`src/rtl/rgb_to_gray_avalon_st_if.sv`:
```
// Avalon-ST sink/source pair plus the status conduit of the RGB-to-gray stage.
// slave = the converter's view, master = the view of whatever drives and observes it.
interface rgb_to_gray_avalon_st_if;
  logic [23:0] asi_sink1_data;
  logic        asi_sink1_startofpacket;
  logic        asi_sink1_endofpacket;
  logic        asi_sink1_valid;
  logic        asi_sink1_ready;
  logic        aso_source1_ready;
  logic [7:0]  aso_source1_data;
  logic        aso_source1_startofpacket;
  logic        aso_source1_endofpacket;
  logic        aso_source1_valid;
  logic        coe_status_clear;
  logic        coe_status_framing_error;
  logic [15:0] coe_status_frame_count;

  modport slave (
    input  asi_sink1_data, asi_sink1_startofpacket, asi_sink1_endofpacket, asi_sink1_valid,
    output asi_sink1_ready,
    input  aso_source1_ready,
    output aso_source1_data, aso_source1_startofpacket, aso_source1_endofpacket, aso_source1_valid,
    input  coe_status_clear,
    output coe_status_framing_error, coe_status_frame_count
  );

  modport master (
    output asi_sink1_data, asi_sink1_startofpacket, asi_sink1_endofpacket, asi_sink1_valid,
    input  asi_sink1_ready,
    output aso_source1_ready,
    input  aso_source1_data, aso_source1_startofpacket, aso_source1_endofpacket, aso_source1_valid,
    output coe_status_clear,
    input  coe_status_framing_error, coe_status_frame_count
  );
endinterface

```
`src/rtl/rgb_to_gray_avalon_st.sv`:
```
// RGB888 -> 8-bit luma converter that re-frames the stream into packets of exactly
// IMG_X_SIZE*IMG_Y_SIZE pixels, with a sticky framing-error flag and a frame counter.
module rgb_to_gray_avalon_st #(
  parameter int IMG_X_SIZE = 320,
  parameter int IMG_Y_SIZE = 240
) (
  input  logic                   csi_clkrst_clk,
  input  logic                   csi_clkrst_reset_n,
  rgb_to_gray_avalon_st_if.slave st
);
  localparam int N  = IMG_X_SIZE * IMG_Y_SIZE;
  localparam int CW = $clog2(N);
  localparam logic [CW-1:0] LAST_IDX = CW'(N - 1);

  localparam logic [0:0] WAIT_SOP = 1'b0;
  localparam logic [0:0] IN_PKT   = 1'b1;

  logic [0:0]      state_q, state_d;
  logic [CW-1:0]   cnt_q, cnt_d;
  logic            s1_valid_q, s1_valid_d;
  logic            s1_sop_q, s1_sop_d;
  logic            s1_eop_q, s1_eop_d;
  logic            out_valid_q, out_valid_d;
  logic            out_sop_q, out_sop_d;
  logic            out_eop_q, out_eop_d;
  logic [7:0]      gray_q, gray_d;
  logic            err_q, err_d;
  logic [15:0]     fc_q, fc_d;

  logic            advance;
  logic            accept;
  logic            fwd;
  logic            fwd_sop;
  logic            fwd_eop;
  logic            new_err;
  logic            frame_done;
  logic [15:0]     sum;
  logic [2:0][15:0] prod_vec;

  // One global enable: the whole pipe moves only when the output slot can be refilled.
  assign advance = ~out_valid_q | st.aso_source1_ready;
  assign accept  = st.asi_sink1_valid & advance;

  always_comb begin
    state_d = state_q;
    cnt_d   = cnt_q;
    fwd     = 1'b0;
    fwd_sop = 1'b0;
    fwd_eop = 1'b0;
    new_err = 1'b0;
    if (accept) begin
      case (state_q)
        WAIT_SOP: begin
          if (st.asi_sink1_startofpacket) begin
            fwd     = 1'b1;
            fwd_sop = 1'b1;
            cnt_d   = CW'(1);
            state_d = IN_PKT;
          end else begin
            new_err = 1'b1;
          end
        end
        default: begin
          fwd     = 1'b1;
          new_err = st.asi_sink1_startofpacket;
          if (cnt_q == LAST_IDX) begin
            // Length wins over the source's framing: close the packet regardless.
            fwd_eop = 1'b1;
            cnt_d   = '0;
            state_d = WAIT_SOP;
            if (!st.asi_sink1_endofpacket) new_err = 1'b1;
          end else if (st.asi_sink1_endofpacket) begin
            fwd_eop = 1'b1;
            cnt_d   = '0;
            state_d = WAIT_SOP;
            new_err = 1'b1;
          end else begin
            cnt_d = cnt_q + CW'(1);
          end
        end
      endcase
    end
  end

  // Channel gi: 0=B, 1=G, 2=R, each weighted by its BT.601 coefficient scaled by 256.
  genvar gi;
  generate
    for (gi = 0; gi < 3; gi++) begin : g_chan
      localparam logic [15:0] COEF = (gi == 2) ? 16'd77 : (gi == 1) ? 16'd150 : 16'd29;
      logic [15:0] prod_q, prod_d;

      assign prod_d       = advance ? 16'(st.asi_sink1_data[gi*8 +: 8]) * COEF : prod_q;
      assign prod_vec[gi] = prod_q;

      always_ff @(posedge csi_clkrst_clk or negedge csi_clkrst_reset_n) begin
        if (!csi_clkrst_reset_n) prod_q <= '0;
        else                     prod_q <= prod_d;
      end
    end
  endgenerate

  assign sum = prod_vec[0] + prod_vec[1] + prod_vec[2] + 16'd128;

  always_comb begin
    s1_valid_d  = s1_valid_q;
    s1_sop_d    = s1_sop_q;
    s1_eop_d    = s1_eop_q;
    out_valid_d = out_valid_q;
    out_sop_d   = out_sop_q;
    out_eop_d   = out_eop_q;
    gray_d      = gray_q;
    if (advance) begin
      s1_valid_d  = fwd;
      s1_sop_d    = fwd_sop;
      s1_eop_d    = fwd_eop;
      out_valid_d = s1_valid_q;
      out_sop_d   = s1_sop_q;
      out_eop_d   = s1_eop_q;
      gray_d      = sum[15:8];
    end
  end

  assign frame_done = out_valid_q & out_eop_q & st.aso_source1_ready;

  // A new error outranks a simultaneous clear; a clear outranks a completing frame.
  always_comb begin
    err_d = (st.coe_status_clear ? 1'b0 : err_q) | new_err;
    fc_d  = st.coe_status_clear ? 16'd0 : fc_q + {15'd0, frame_done};
  end

  always_ff @(posedge csi_clkrst_clk or negedge csi_clkrst_reset_n) begin
    if (!csi_clkrst_reset_n) begin
      state_q     <= WAIT_SOP;
      cnt_q       <= '0;
      s1_valid_q  <= 1'b0;
      s1_sop_q    <= 1'b0;
      s1_eop_q    <= 1'b0;
      out_valid_q <= 1'b0;
      out_sop_q   <= 1'b0;
      out_eop_q   <= 1'b0;
      gray_q      <= '0;
      err_q       <= 1'b0;
      fc_q        <= '0;
    end else begin
      state_q     <= state_d;
      cnt_q       <= cnt_d;
      s1_valid_q  <= s1_valid_d;
      s1_sop_q    <= s1_sop_d;
      s1_eop_q    <= s1_eop_d;
      out_valid_q <= out_valid_d;
      out_sop_q   <= out_sop_d;
      out_eop_q   <= out_eop_d;
      gray_q      <= gray_d;
      err_q       <= err_d;
      fc_q        <= fc_d;
    end
  end

  assign st.asi_sink1_ready           = advance;
  assign st.aso_source1_valid         = out_valid_q;
  assign st.aso_source1_data          = gray_q;
  assign st.aso_source1_startofpacket = out_sop_q;
  assign st.aso_source1_endofpacket   = out_eop_q;
  assign st.coe_status_framing_error  = err_q;
  assign st.coe_status_frame_count    = fc_q;
endmodule

```
`src/flat_wrapper.sv`:
```
// flat-port wrapper written by rule: the top's interface ports become plain ports
module rgb_to_gray_avalon_st_flat 
#(
  parameter int IMG_X_SIZE = 320,
  parameter int IMG_Y_SIZE = 240
)
  (csi_clkrst_clk, csi_clkrst_reset_n, st_asi_sink1_data, st_asi_sink1_startofpacket, st_asi_sink1_endofpacket, st_asi_sink1_valid, st_asi_sink1_ready, st_aso_source1_ready, st_aso_source1_data, st_aso_source1_startofpacket, st_aso_source1_endofpacket, st_aso_source1_valid, st_coe_status_clear, st_coe_status_framing_error, st_coe_status_frame_count);
  rgb_to_gray_avalon_st_if st_i ();
  input  logic csi_clkrst_clk;
  input  logic csi_clkrst_reset_n;
  input wire logic [$bits(st_i.asi_sink1_data)-1:0] st_asi_sink1_data;
  input wire logic [$bits(st_i.asi_sink1_startofpacket)-1:0] st_asi_sink1_startofpacket;
  input wire logic [$bits(st_i.asi_sink1_endofpacket)-1:0] st_asi_sink1_endofpacket;
  input wire logic [$bits(st_i.asi_sink1_valid)-1:0] st_asi_sink1_valid;
  output wire logic [$bits(st_i.asi_sink1_ready)-1:0] st_asi_sink1_ready;
  input wire logic [$bits(st_i.aso_source1_ready)-1:0] st_aso_source1_ready;
  output wire logic [$bits(st_i.aso_source1_data)-1:0] st_aso_source1_data;
  output wire logic [$bits(st_i.aso_source1_startofpacket)-1:0] st_aso_source1_startofpacket;
  output wire logic [$bits(st_i.aso_source1_endofpacket)-1:0] st_aso_source1_endofpacket;
  output wire logic [$bits(st_i.aso_source1_valid)-1:0] st_aso_source1_valid;
  input wire logic [$bits(st_i.coe_status_clear)-1:0] st_coe_status_clear;
  output wire logic [$bits(st_i.coe_status_framing_error)-1:0] st_coe_status_framing_error;
  output wire logic [$bits(st_i.coe_status_frame_count)-1:0] st_coe_status_frame_count;
  assign st_i.asi_sink1_data = st_asi_sink1_data;
  assign st_i.asi_sink1_startofpacket = st_asi_sink1_startofpacket;
  assign st_i.asi_sink1_endofpacket = st_asi_sink1_endofpacket;
  assign st_i.asi_sink1_valid = st_asi_sink1_valid;
  assign st_asi_sink1_ready = st_i.asi_sink1_ready;
  assign st_i.aso_source1_ready = st_aso_source1_ready;
  assign st_aso_source1_data = st_i.aso_source1_data;
  assign st_aso_source1_startofpacket = st_i.aso_source1_startofpacket;
  assign st_aso_source1_endofpacket = st_i.aso_source1_endofpacket;
  assign st_aso_source1_valid = st_i.aso_source1_valid;
  assign st_i.coe_status_clear = st_coe_status_clear;
  assign st_coe_status_framing_error = st_i.coe_status_framing_error;
  assign st_coe_status_frame_count = st_i.coe_status_frame_count;
  rgb_to_gray_avalon_st #(.IMG_X_SIZE(IMG_X_SIZE), .IMG_Y_SIZE(IMG_Y_SIZE)) u_core (.csi_clkrst_clk(csi_clkrst_clk), .csi_clkrst_reset_n(csi_clkrst_reset_n), .st(st_i));
endmodule
```
`config.mk`:
```
export PLATFORM = sky130hd
export DESIGN_NAME = rgb_to_gray_avalon_st_flat
export DESIGN_NICKNAME = d
export VERILOG_FILES = /design/src/rtl/rgb_to_gray_avalon_st_if.sv /design/src/rtl/rgb_to_gray_avalon_st.sv /design/src/flat_wrapper.sv
export SDC_FILE = /design/constraint.sdc
export NUM_CORES = 1
export LEC_CHECK = 0
export BUFFER_PORTS_ARGS = -buffer_cell sky130_fd_sc_hd__buf_2
export CAP_MARGIN = 0
export CORE_MARGIN = 5
export CORE_UTILIZATION = 38
export DETAILED_ROUTE_END_ITERATION = 10
export PLACE_DENSITY_LB_ADDON = 0.1
export SLEW_MARGIN = 0
export SYNTH_ARGS = -nofsm -noshare
export SYNTH_HDL_FRONTEND = slang
export SYNTH_SLANG_ARGS = --single-unit
```
`constraint.sdc`:
```
create_clock -name csi_clkrst_clk -period 8.93 [get_ports csi_clkrst_clk]
set_input_delay 0.893 -clock csi_clkrst_clk [delete_from_list [all_inputs] [get_ports csi_clkrst_clk]]
set_output_delay 0.893 -clock csi_clkrst_clk [all_outputs]
set_load 0.005 [all_outputs]
```
==> summary.md, run 1 <==
| Metric | Value |
|---|---|
| Yosys warnings | 0 |
| DR vias/cell | roughly 4.9 |
| CP max stage delay | 530 ps |
| GPL Wtd Cong | 0.7678 |
| Sink Count | just over 90 |
| Synth cell types | 64 |
| Main synth FF type | dfrtp_1 |
| Fin crit period | roughly 4300 ps |
| Worst-path clk slew | around 80 ps |
| Placed Cells incl. Taps | ~1100 |
| Highest Signal Layer | met4 |
| DP HPWL | 12520 microns |
| Synth async-reset ratio | 1.000 |
| Antenna Cells | 0 |
| Share of layout cells above drive strength 1 | 0.1017 |
| Setup CP Type | input port to flip-flop |
| IO Port Bufs | between 50 and 60 |
| Worst Max-Slew Pin Slew | between 900 and 1000 ps |
| Crit path buffers/inverters | 4 |
| CTS resizes | 0 |
| DRT antenna net count | 0 |
| Unrepaired setup endpoints after global routing | no |
| Fin crit share | 0.4778 |
| Initial Util | 0.3842 |
| Vias in the first global route | 5717 |
| Antenna violations before repair | 0 |
| TritonCTS buffer count | 9 |
| Setup TNS | 0 ps |
| Cts hold-fix bufs | 0 |
| Seq/Total Area, Yosys | 0.2971 |
| Hold WC Path Type | input port to asynchronous set/reset pin |
| WL final | between 15000 and 20000 microns |
| Area leader, netlist | dfrtp_1 |
| Final setup fails | 0 |
| Drc violations | 0 |
| CTS Root Cell | clkbuf_16 |
| Die ar. | approximately 0.023 sq mm |
| Core area | 0.02017 sq mm |
| Slew headroom | 0.3587 |
| Final-report max-slew violation count | 0 |
| Max VDD drop | between 0.0002 and 0.00025 V |
| Die height | about 150 microns |
| Final Hold Vio Count | 0 |
| Peak Freq | 234.4 MHz |
| Largest net degree at the start of global routing | between 70 and 80 |
| First-pass GRT wire length | approximately 28000 microns |
| Clk pwr share | 0.152 |
| Avg Inst Size Synth | between 9 and 10 sq um |
| H-tree Lvls | 3 |
| Die Wd | between 150 and 200 microns |
| Post-Layout Cell Count | approximately 1200 |
| Layout area overhead | 11.69% |
| Worst r2r src | u_core.g_chan[2].prod_q[6] |
| Syn Inst Count | approximately 840 |
| Leak pwr | around 4.4 nW |
| Drt initial violations | ~200 |
| Psw | between 1 and 1.5 mW |
| Critical Path RT | 9150 ps |
| Cell family with most CP delay | adder cells |
| Worst path slowest cell | fa_1 |
| Synthesized flop and latch total | 92 |
| PD cells | between 300 and 400 mW/mm^2 |
| GRT Resource Usage Total | 0.1415 |
| Gr ovfl total | 0 |
| Crit path DAT | roughly 4500 ps |
| # IOs | 60 |
| Cell breakdown of the critical path | buf_2, ha_1, ha_1, inv_1, fa_1, inv_1, fa_1, ha_1, o21ai_0, inv_1, a2111oi_1, o21bai_1, a2111oi_0, nor3_1 |
| Comb pwr share | 0.623 |
| Site Rows | 52 |
| CP max FO | 4 |
| Max cap viols | 0 |
| Hold_ws | between 400 and 500 ps |
| Syn Nets | around 1000 |
| Wire length on met1 | 7842 microns |
| Reg-to-reg critical path endpoint | u_core.st.aso_source1_data[6] |
| Seq pwr share | 0.225 |
| Share of the synthesized area in the top cell type | 0.2971 |
| Met3 wire len | about 440 microns |
| Vias | roughly 5800 |
| Crit path capture type | flip-flop |
| Layout Nets | between 1000 and 1500 |
| R2R Setup Slk | 5770 ps |
| Wire length per cell | approximately 14 microns |
| Switching portion of total power | 0.4442 |
| Startpoint types | input port |
| CTS tree | built |
| Wire length on met2 | approximately 7600 microns |
| Dominant cells by area after synthesis | dfrtp_1 (30%), ha_1 (21%), fa_1 (9.8%) |
| Post-CTS Setup Bufs | 0 |
| Clock skew | 10.42 ps |
| Mapped cell area | between 0.007 and 0.008 sq mm |
| Clock Path Buffers | 2 |
| Skew-Pair Late Insertion Delay | 350 ps |
| Power Internal | around 1.5 mW |
| Worst r2r path cells | 10 |
| Post-synth EDFFs | 0 |
| Status | finished clean |
| DRT Pass-1 Iters | 4 |
## synthesized netlist by cell type (3+ instances only)
master and count:
nand2_1 72, inv_1 113, dfrtp_1 92, nand3_1 18, ha_1 128, o31ai_1 13
a211o_1 3, a21o_1 11, fa_1 38, buf_1 4, clkbuf_1 12, nor3b_1 5
nand4_1 10, nor3_1 11, nor2_1 50, xor2_1 22, o21bai_1 5, nor2b_1 9
and3_1 6, a31oi_1 5, a21oi_1 45, a211oi_1 7, nand2b_1 8, or3_1 9
xnor2_1 11, o21ai_1 16, o21ai_0 55, o211ai_1 3, o21a_1 9, mux2i_1 3
## routing by layer
layer | global-route usage | up-vias
met4 | 0.02970 | 0
met1 | 0.1885 | 2696
met3 | 0.02840 | 9
met5 | 0 | -
li1 | - | 2995
met2 | 0.2398 | 65
## cell usage in the layout, fill, tap and decap left out, drive strengths merged, types with 3 or more instances in the layout
master,instances
xnor2,11
o21ai,71
dfrtp,92
o31ai,13
o211ai,3
fa,38
and3,6
a211oi,8
buf,63
nor3b,5
nand4,10
or3,10
inv,117
a2111oi,3
nand2b,8
nor2b,9
xor2,22
a211o,3
a21oi,46
o21a,9
nand2,73
nor3,11
nand3,19
mux2i,3
clkbuf,10
a21o,11
ha,128
a31oi,5
nor2,50
o21bai,6
## stage by stage
step | area, sq um | total power [mW] | util | worst slack (ps)
floorplan | 7749 | 1.903 | - | 4730
global placement | 8338 | 2.313 | 0.4134 | 4351
detailed placement | 8338 | 2.310 | 0.4134 | 4341
CTS | 8655 | 2.744 | 0.4291 | 4682
global route | 8655 | 3.020 | 0.4291 | 4480
finish | 8655 | 2.689 | 0.4291 | 4663
## worst max path at each step
stage / to / slack [ps] / start / cells past startpoint
after floorplan: u_core.g_chan[1].prod_q[15] / 4730 / st_asi_sink1_data[12] / 13
after global placement: u_core.g_chan[1].prod_q[15] / 4350 / st_asi_sink1_data[12] / 14
after detailed placement: u_core.g_chan[1].prod_q[15] / 4340 / st_asi_sink1_data[12] / 14
after CTS: u_core.g_chan[1].prod_q[15] / 4680 / st_asi_sink1_data[12] / 14
after global routing: u_core.g_chan[1].prod_q[15] / 4480 / st_asi_sink1_data[12] / 14
final: u_core.g_chan[1].prod_q[15] / 4660 / st_asi_sink1_data[12] / 14
## power by group through the flow
stage | Sequential (mW) | Clock, mW | Combinational, mW
global route | 0.620 | 0.442 | 1.96
global placement | 0.614 | 0 | 1.70
CTS | 0.609 | 0.426 | 1.71
detailed placement | 0.616 | 0 | 1.69
finish | 0.605 | 0.410 | 1.67
floorplan | 0.594 | 0 | 1.31
## cells by family after synthesis
group | count (synthesis) | share of synthesized area
and+or+nand+nor | 212 | 0.1324
AOI/OAI and AO/OA | 196 | 0.1584
adders and majority gates | 166 | 0.3049
buffers and inverters | 133 | 0.06604
DFF | 92 | 0.2971
xor gates and xnor gates | 33 | 0.03730
muxes | 3 | 0.003875
## cell type report
cell class	count	area [sq um]
Fill cell	2090	11510
Multi-Input combinational cell	610	4942
Sequential cell	92	2302
Clock buffer	10	239.0
Timing Repair Buffer	63	327.8
Tap cell	270	337.8
Inverter	114	427.9
Clock inverter	6	77.57
## registers in the layout (all words and copies together), names as in the netlist, 8 cells and up
signal,flops
u_core.st.aso_source1_data,8
u_core.st.coe_status_frame_count,16
u_core.cnt_q,17
u_core.g_chan.prod_q,43
Note: power is estimated with default switching activity, not from simulation.
==> run 2: changes to the inputs <==
- ABC_AREA: default -> 1
- clock period: 8.93 -> 3.5 ns (I/O delays scaled with it)
==> summary.md, run 2 <==
| Metric | Value |
|---|---|
| Status | finished clean (unchanged) |
| Clock Path Buffers | 2 (unchanged) |
| Post-Layout Cell Count | 1405 (was 1165) |
| Crit path capture type | flip-flop (unchanged) |
| Critical Path RT | 3780 ps (was 9150 ps) |
| Area leader, netlist | dfrtp_1 (unchanged) |
| Synth Area in Compound Gates | 0.08115 (was 0.1584) |
| Placed Cells incl. Taps | 1390 (was 1149) |
| Largest family of logic cells by synthesized area | adder cells (unchanged) |
| Largest net degree at the start of global routing | 73 (was 75) |
| Startpoint types | input port (unchanged) |
| Die Wd | 157.3 microns (was 152.8 microns) |
| # IOs | 60 (unchanged) |
| PD cells | 816.2 mW/mm^2 (was 310.7 mW/mm^2) |
| Gr ovfl total | 0 (unchanged) |
| Drt initial violations | 239 (was 197) |
| Unrepaired setup endpoints after global routing | no (unchanged) |
| Avg Inst Size Synth | 7.775 sq um (was 9.280 sq um) |
| Final Cell Area | 0.009145 sq mm (was 0.008655 sq mm) |
| Vias in the first global route | 6373 (was 5717) |
| R2R Setup Slk | 770 ps (was 5770 ps) |
| Cts hold-fix bufs | 0 (unchanged) |
| Peak Freq | 332.8 MHz |
| CTS Root Cell | clkbuf_16 (unchanged) |
| Wire length per cell | 13.62 microns (was 13.75 microns) |
| Synth cell types | 39 (was 64) |
| Share of layout cells above drive strength 1 | 0.09067 (was 0.1017) |
| Core area | 0.02162 sq mm (was 0.02017 sq mm) |
| Xor and xnor fraction of the mapped netlist area | 0.01805 (was 0.03730) |
| GRT Resource Usage Total | 0.1602 (was 0.1415) |
| CP max FO | 6 (was 4) |
| Dominant cells by area after synthesis | dfrtp_1 (28%), ha_1 (19%), nand2_1 (11%) (was dfrtp_1 (30%), ha_1 (21%), fa_1 (9.8%)) |
| TritonCTS buffer count | 9 (unchanged) |
| GPL Wtd Cong | 0.8887 (was 0.7678) |
| Final-report max-slew violation count | 0 (unchanged) |
| Max VDD drop | 0.0005222 V (was 0.0002076 V) |
| Vias | 6562 (was 5765) |
| Reg-to-reg critical path endpoint | u_core.st.aso_source1_data[3] (was u_core.st.aso_source1_data[6]) |
| Sink Count | 92 (unchanged) |
| Main synth FF type | dfrtp_1 (unchanged) |
| Mapped cell area | 0.008249 sq mm (was 0.007749 sq mm) |
| Antenna Cells | 0 (unchanged) |
| Seq/Total Area, Yosys | 0.2791 (was 0.2971) |
| Antenna violations before repair | 0 (unchanged) |
| Layout Nets | 1318 (was 1087) |
| Die height | 157.3 microns (was 152.8 microns) |
| DP HPWL | 15580 microns (was 12520 microns) |
| Fin crit share | 0.8586 |
| Mux cell area share after synthesis | 0 (was 0.003875) |
| Number of flip-flops in the largest register | 43 (unchanged) |
| Die ar. | 0.02475 sq mm (was 0.02335 sq mm) |
| Most frequent cell after synthesis | nand2_1 (was ha_1) |
| Drc violations | 0 (unchanged) |
| Max cap viols | 0 (unchanged) |
| Worst r2r path cells | 12 (was 10) |
| First-pass GRT wire length | 32080 microns (was 27690 microns) |
| Final Hold Vio Count | 0 (unchanged) |
| Worst r2r src | u_core.g_chan[2].prod_q[10] (was u_core.g_chan[2].prod_q[6]) |
| Layout area overhead | 10.86% (was 11.69%) |
| Syn Inst Count | 1061 (was 835) |
| Commonest cells in the synthesized netlist | nand2_1 (249), inv_1 (192), ha_1 (128) (was ha_1 (128), inv_1 (113), dfrtp_1 (92)) |
| Area after DPL | 0.008870 sq mm (was 0.008338 sq mm) |
| Setup CP Type | input port to flip-flop (unchanged) |
| Site Rows | 54 (was 52) |
| Simple-Gate Fraction of Synth Area | 0.2393 (was 0.1324) |
| Initial Util | 0.3815 (was 0.3842) |
| Setup TNS | 0 ps (unchanged) |
| Fin crit period | between 3000 and 4000 ps |
| DRT antenna net count | 0 (unchanged) |
| Leak pwr | 5.055 nW (was 4.416 nW) |
| Share of the synthesized area in the top cell type | 0.2791 (was 0.2971) |
| Most frequent cells in the layout | nand2_1 (248), inv_1 (192), ha_1 (128) (was ha_1 (128), inv_1 (113), dfrtp_1 (92)) |
| Skew-Pair Late Insertion Delay | 350 ps (about the same) |
| Commonest non-fill, non-tap cell in the layout | nand2_1 (was ha_1) |
| Largest Register | u_core.g_chan.prod_q (unchanged) |
| Clock skew | 15.27 ps (was 10.42 ps) |
| Yosys warnings | 0 (unchanged) |
| Synthesized flop and latch total | 92 (unchanged) |
| Worst Max-Slew Pin Slew | 806.9 ps (was 961.9 ps) |
| Synth async-reset ratio | 1.000 (unchanged) |
| Adder-Cell Fraction of Synth Area | 0.2864 (was 0.3049) |
| H-tree Lvls | 3 (unchanged) |
| Slew headroom | 0.4615 (was 0.3587) |
| CTS resizes | 0 (unchanged) |
| Post-CTS Setup Bufs | 0 (unchanged) |
| DR vias/cell | 4.670 (was 4.948) |
| CTS tree | built (unchanged) |
| IO Port Bufs | 59 (unchanged) |
| Final setup fails | 0 (unchanged) |
| Syn Nets | 1258 (was 1032) |
| Crit path DAT | 3290 ps (was 4490 ps) |
| Hold WC Path Type | input port to asynchronous set/reset pin (unchanged) |
| Post-synth EDFFs | 0 (unchanged) |
| WL final | 19140 microns (was 16020 microns) |
| DRT Pass-1 Iters | 5 (was 4) |
| Worst-path clk slew | 70 ps (was 80 ps) |
run 2: changes by cell type in the layout (fill, tap and decap cells not counted), moves of 13 or more:
cell     previous run  this run
nand2_1            72       248
inv_1             113       192
nand3_1            18        75
nor2_1             50        77
o21ai_1            16         1
o31ai_1            13         0
run 2: cell type report:
class	count	area (sq um)
Inverter	195	732.0
Fill cell	2281	12480
Sequential cell	92	2302
Tap cell	280	350.3
Clock buffer	10	239.0
Timing Repair Buffer	63	327.8
Multi-Input combinational cell	760	5157
Clock inverter	5	36.28
run 2: stage by stage:
stage / hold WS, ps / power [mW] / util / setup WS (ps)
after floorplan: 54.41 / 5.235 / - / 503.0
after global placement: 436.0 / 6.539 / 0.4102 / 170.4
after CTS: 114.4 / 7.547 / 0.4230 / 513.2
after global routing: 159.6 / 8.450 / 0.4230 / 294.4
final: 78.62 / 7.464 / 0.4230 / 494.9
after detailed placement: 435.2 / 6.550 / 0.4102 / 158.2
run 2: routing by layer:
layer	global-route usage	share of wire
met5	0	0
met4	0.03154	0.012
met3	0.02722	0.033
met2	0.2442	0.42
met1	0.2402	0.54
run 2: worst max path at each step:
stage                                startpoint                           to  slack (ps)
after floorplan           st_asi_sink1_data[12]  u_core.g_chan[1].prod_q[15]         500
after CTS                 st_asi_sink1_data[12]  u_core.g_chan[1].prod_q[13]         510
after global placement    st_asi_sink1_data[12]  u_core.g_chan[1].prod_q[13]         170
final                     st_asi_sink1_data[12]  u_core.g_chan[1].prod_q[13]         490
after global routing      st_asi_sink1_data[12]  u_core.g_chan[1].prod_q[13]         290
after detailed placement  st_asi_sink1_data[12]  u_core.g_chan[1].prod_q[13]         160
run 2: kinds of logic after synthesis:
kind of cell / after synthesis
and+or+nand+nor: 457
buffers and inverters: 209
adders and majority gates: 166
AOI/OAI and AO/OA: 120
DFF: 92
xor gates and xnor gates: 17
run 2: worst max-delay path, cell delays in order:
cell     delay (ps)
buf_2           130
ha_1            290
ha_1            270
inv_1            50
fa_1            520
inv_1            50
fa_1            450
ha_1            380
a21oi_1         230
o21ai_0         150
nand2_1         100
nand3_1          90
nand2_1          70
nand3_1          60
nand2_1          80
run 2: report_power, final:
group | switching [mW] | internal [mW]
Combinational | 3.14 | 1.88
Sequential | 0.163 | 1.36
Clock | 0.425 | 0.500
Total | 3.72 | 3.74
